`src/rtl/fetch_queue.sv`:
```
// Prefetching 6502 instruction fetch unit: streams program bytes into a DEPTH-entry
// byte queue and presents whole instructions (opcode + 0..2 operands) to the decoder.
module fetch_queue #(
    parameter int ADDR_WIDTH = 16,
    parameter int DATA_WIDTH = 8,
    parameter int DEPTH      = 4,
    parameter logic [ADDR_WIDTH-1:0] RESET_PC = 16'h0010
) (
    input  logic                          clk,
    input  logic                          reset_n,
    output logic                          mem_rd,
    output logic [ADDR_WIDTH-1:0]         mem_addr,
    input  logic [DATA_WIDTH-1:0]         mem_data,
    output logic                          instr_valid,
    input  logic                          instr_ready,
    output logic [DATA_WIDTH-1:0]         instr_op,
    output logic [DATA_WIDTH-1:0]         instr_op1,
    output logic [DATA_WIDTH-1:0]         instr_op2,
    output logic [1:0]                    instr_len,
    output logic [ADDR_WIDTH-1:0]         instr_pc,
    input  logic                          redirect,
    input  logic [ADDR_WIDTH-1:0]         redirect_pc,
    output logic [$clog2(DEPTH+1)-1:0]    count
);

    localparam int CW = $clog2(DEPTH+1);
    localparam int PW = $clog2(DEPTH);
    localparam logic [PW:0] DEPTH_P = (PW+1)'(DEPTH);
    localparam logic [CW:0] DEPTH_C = (CW+1)'(DEPTH);

    logic [DATA_WIDTH-1:0] queue [DEPTH];
    logic [PW-1:0]         rd_ptr, wr_ptr;
    logic                  inflight, drop;
    logic [ADDR_WIDTH-1:0] fetch_addr, head_pc;

    logic [DATA_WIDTH-1:0] hd0, hd1, hd2;
    logic [1:0]            head_len, pop_len;
    logic                  push, pop;
    logic [CW:0]           reserved, count_next;

    // Pointer advance modulo DEPTH, which need not be a power of two.
    function automatic logic [PW-1:0] ptr_add(input logic [PW-1:0] p, input logic [1:0] n);
        logic [PW:0] s;
        s = {1'b0, p} + (PW+1)'(n);
        if (s >= DEPTH_P)
            s = s - DEPTH_P;
        return s[PW-1:0];
    endfunction

    function automatic logic [1:0] op_len(input logic [7:0] o);
        logic [3:0] n;
        n = o[3:0];
        if (n == 4'h8 || n == 4'hA || o == 8'h00 || o == 8'h40 || o == 8'h60)
            return 2'd1;
        else if (n >= 4'hC || ((n == 4'h9 || n == 4'hB) && o[4]) || o == 8'h20)
            return 2'd3;
        else
            return 2'd2;
    endfunction

    assign hd0      = queue[rd_ptr];
    assign hd1      = queue[ptr_add(rd_ptr, 2'd1)];
    assign hd2      = queue[ptr_add(rd_ptr, 2'd2)];
    assign head_len = op_len(hd0[7:0]);

    // len is never 0, so count >= len also implies a non-empty queue.
    assign instr_valid = (count >= CW'(head_len));
    assign instr_op    = instr_valid ? hd0 : '0;
    assign instr_op1   = (instr_valid && head_len >= 2'd2) ? hd1 : '0;
    assign instr_op2   = (instr_valid && head_len == 2'd3) ? hd2 : '0;
    assign instr_len   = instr_valid ? head_len : 2'd0;
    assign instr_pc    = instr_valid ? head_pc : '0;

    assign push    = inflight & ~drop;
    assign pop     = instr_valid & instr_ready;
    assign pop_len = pop ? head_len : 2'd0;

    // Space is reserved for the byte still in flight; pops are credited a cycle later.
    assign reserved   = {1'b0, count} + (CW+1)'(inflight);
    assign mem_rd     = reset_n && !redirect && (reserved < DEPTH_C);
    assign mem_addr   = fetch_addr;
    assign count_next = {1'b0, count} + (CW+1)'(push) - (CW+1)'(pop_len);

    always_ff @(posedge clk or negedge reset_n) begin
        if (!reset_n) begin
            fetch_addr <= RESET_PC;
            head_pc    <= RESET_PC;
            count      <= '0;
            rd_ptr     <= '0;
            wr_ptr     <= '0;
            inflight   <= 1'b0;
            drop       <= 1'b0;
        end else begin
            inflight <= mem_rd;
            drop     <= redirect;
            if (redirect) begin
                count      <= '0;
                rd_ptr     <= '0;
                wr_ptr     <= '0;
                head_pc    <= redirect_pc;
                fetch_addr <= redirect_pc;
            end else begin
                count <= count_next[CW-1:0];
                if (push)
                    wr_ptr <= ptr_add(wr_ptr, 2'd1);
                if (pop) begin
                    rd_ptr  <= ptr_add(rd_ptr, head_len);
                    head_pc <= head_pc + ADDR_WIDTH'(head_len);
                end
                if (mem_rd)
                    fetch_addr <= fetch_addr + 1'b1;
            end
        end
    end

    // Queue storage carries data only and is left out of reset.
    always_ff @(posedge clk) begin
        if (push)
            queue[wr_ptr] <= mem_data;
    end

endmodule

```
`config.mk`:
```
export PLATFORM = sky130hd
export DESIGN_NAME = fetch_queue
export DESIGN_NICKNAME = d
export VERILOG_FILES = /design/src/rtl/fetch_queue.sv
export SDC_FILE = /design/constraint.sdc
export NUM_CORES = 1
export LEC_CHECK = 0
export ABC_AREA = 1
export BUFFER_PORTS_ARGS = -buffer_cell sky130_fd_sc_hd__buf_2
export CORE_ASPECT_RATIO = 0.8
export CORE_MARGIN = 1.5
export CORE_UTILIZATION = 56
export CTS_CLUSTER_DIAMETER = 30
export DETAILED_ROUTE_END_ITERATION = 12
export PLACE_DENSITY = 0.79
export SLEW_MARGIN = 20
export SYNTH_ARGS = -nofsm -noshare
export SYNTH_HDL_FRONTEND = slang
export SYNTH_SLANG_ARGS = --single-unit
export TNS_END_PERCENT = 20
```
`constraint.sdc`:
```
create_clock -name clk -period 4.85 [get_ports clk]
set_input_delay 1.455 -clock clk [delete_from_list [all_inputs] [get_ports clk]]
set_output_delay 1.455 -clock clk [all_outputs]
set_load 0.05 [all_outputs]
```
==> metrics.txt <==
Clock Path Buffers 2; drt wl/cell 16.46 µm; first-pass GRT wire length 20070 µm; DRT Wirelength 13180 µm; Worst Setup SP rd_ptr[0]; port bufs 90; minimum clock period 4.754 ns; Final ANT Viol Nets 0; Least-Margin Pin Slew 0.8507 ns; Fillers 640; Period Utilization, post-route 98.03%; CP Capture Type primary output; nets 731; Fin. Hold Viols 0; GRT Total Usage 28.71%; leak pwr 2.740 nW; number of diodes 0; # clock sinks 73; largest net degree at the start of global routing 42; GRT overflow 0; grt peak-use layer met2; CTS tree done; DR pass1 iterations 5; fin worst setup slack 0.09563 ns; Pwr Density 750.2 mW/mm²; worst-path cell chain clkbuf_16, nand2_1, nand3_1, nand2_1, nand2_2, nor2_2, nand2_2, nand2_4, nor2_4, inv_1, ha_1, inv_1, a21boi_2, nor3_4, buf_4, nor2_8, inv_8, nor2_2, buf_4; # setup viols final 0; HP Class flop to flop; CP Depth 19; Die W 105.0 µm; Clock transition at path regs 0.08 ns; I/O Pins 91; CP required 3.39 ns; worst reg2reg path depth 24; die area 0.008887 mm²; Post-Place Setup Slack 0.2758 ns; Area Growth Syn to Fin 19.94%; commonest non-fill, non-tap cells in the layout nand2_1, inv_1, buf_2, nand3_1, nor2_1; Worst Setup EP instr_op1[1]; CP max stage cell dfrtp_4; Residual DRC 0; layout cells sized above 1 25.40%; critical path type flop to primary output; global-route met3 utilization 4.658%; post-synthesis instance area 0.004663 mm²; total power 4.196 mW; die height 84.62 µm; area of the core 0.008019 mm²; Worst Skew 0.01734 ns; initial core utilization 58.15%; top cells by area, synth dfrtp_1, edfxtp_1, nand2_1, nand3_1, inv_1; Iteration-0 DRC Markers 408; Max Cap Viol 0; CTS Buf Count 9; Final Wtd Congestion 0.9155; CTS root buf clkbuf_8; Unique masters post-synth 41; Crit path largest cell delay 0.58 ns; Yosys reg bits 73; most common cell after layout, fill and taps aside nand2_1; FF-to-FF End count[2]; worst path buffer plus inverter count 6; met1 Use GR 41.33%; Min Hold Slack 0.5555 ns; Yosys top cell area share 20.93%; Post-Layout Inst Area 0.005593 mm²; Syn Area/Cell 7.877 µm²; Synth Warn # 0; Placed Instance Area 0.005185 mm²; register area share after synthesis 42.66%; Clock Latency Late Sink 0.36 ns; Post-Syn Nets 635; cell count after synthesis 592; H-tree depth 3; peak supply drop 434.2 µV; initial antenna violation count 0; cell taking the most area after synthesis dfrtp_1; CP Launch Type flop; worst-path fanout max 11; Worst R2R Setup Slack 0.80 ns; Fmax achieved 210.3 MHz; final-report max-slew violation count 0; routed vias/inst 5.690; fin cells 801; vias 4558; CP top delay family simple AND/OR/NAND/NOR gates; vias in the first global route 4065; crit path DAT 3.30 ns; Reg-to-Reg Start rd_ptr[0]; met2 usage 45.40%; normalized max-slew margin 43.08%; Cells after DPL 777; post-DP HPWL 9226 µm; row cnt 29; status finished, final reports clean
## routing by layer
layer  wire length, µm  vias to the layer above  part of all wire [%]
li1                  -                     2124                     -
met1              5583                     2137                    42
met2              6144                      259                    47
met3              1194                       38                   9.1
met4               261                        0                   2.0
met5                 0                        -                     0
## layout make-up
class | instances | area [µm²] | area share, %
well taps | 108 | 135.1 | 2.416
repair inverters | 2 | 17.52 | 0.3132
multi-input cells | 414 | 2228 | 39.84
clock buffers | 13 | 191.4 | 3.423
flip-flops and latches | 73 | 1993 | 35.64
inverters | 84 | 335.3 | 5.996
clock inverters | 3 | 43.79 | 0.7830
repair buffers | 104 | 648.1 | 11.59
## worst reg2reg max path, delay by kind of cell, from the launching register on
kind	cells	cell delay (ns)
simple gates	13	1.39
fa+ha+maj	4	1.12
buf+inv	5	0.48
xor+xnor	1	0.17
compound gates	1	0.20
flops	1	0.58
## sequential cells by signal (all words and copies together) (netlist names)
signal    count
mem_addr     16
queue        32
wr_ptr        2
head_pc      16
inflight      1
rd_ptr        2
count         3
drop          1
## kinds of logic (layout without fill, tap and decap cells)
group | Yosys count | after routing | synth area share (%)
and+or+nand+nor | 323 | 323 | 31.85
DFF | 73 | 73 | 42.66
xor gates and xnor gates | 11 | 11 | 2.066
buffers and inverters | 105 | 206 | 10.14
AOI/OAI and AO/OA | 65 | 65 | 8.935
adders and majority gates | 15 | 15 | 4.347
## stage by stage
stage,util (%),TNS (ns)
detailed placement,64.66,0
global route,69.75,-0.9139
CTS,68.08,0
global placement,64.66,0
finish,69.75,0
floorplan,-,0
## worst min-delay path by stage
stage | startpoint | endpoint | depth (start not counted) | slack [ns]
CTS | head_pc[14] | head_pc[14] | 2 | 0.56
floorplan | head_pc[14] | head_pc[14] | 2 | 0.49
detailed placement | head_pc[14] | head_pc[14] | 2 | 0.53
global placement | mem_addr[15] | mem_addr[15] | 2 | 0.52
global route | mem_addr[15] | mem_addr[15] | 2 | 0.59
finish | mem_addr[15] | mem_addr[15] | 2 | 0.56
## synth_stat cells
library cell,instances
nand2_1,127
o221ai_1,4
a31oi_1,2
o211ai_1,13
o22ai_1,1
a21oi_1,21
o311ai_0,1
dfrtp_1,39
dfstp_2,2
nor2_4,1
buf_6,3
nor2_8,1
nand2_2,16
buf_2,5
nor3_2,2
ha_1,13
o31ai_1,2
nor3_1,9
nor2_1,66
nand4_1,4
nor2_2,10
inv_2,2
inv_8,2
a21o_1,1
inv_1,80
xnor2_1,2
buf_4,5
xor2_1,9
fa_1,2
o21ai_0,11
nand2_4,3
or2_2,8
nand3_1,73
edfxtp_1,32
a21boi_1,1
nand3b_1,1
o21ai_1,1
buf_12,1
a22o_1,7
nand3_2,2
clkbuf_1,7
## where the power goes
group / internal [mW] / switching [mW] / total [mW]
Clock: 0.315 / 0.234 / 0.548
Combinational: 0.770 / 2.02 / 2.79
Sequential: 0.740 / 0.121 / 0.862
Total: 1.82 / 2.37 / 4.20
## repair_timing
action,CTS,global route
buffers inserted,2,2
resized for setup,10,16
setup endpoints to repair,35,43
hold buffers,0,0
cloned,0,4
pin swaps,1,2
(Power assumes the default switching activity.)
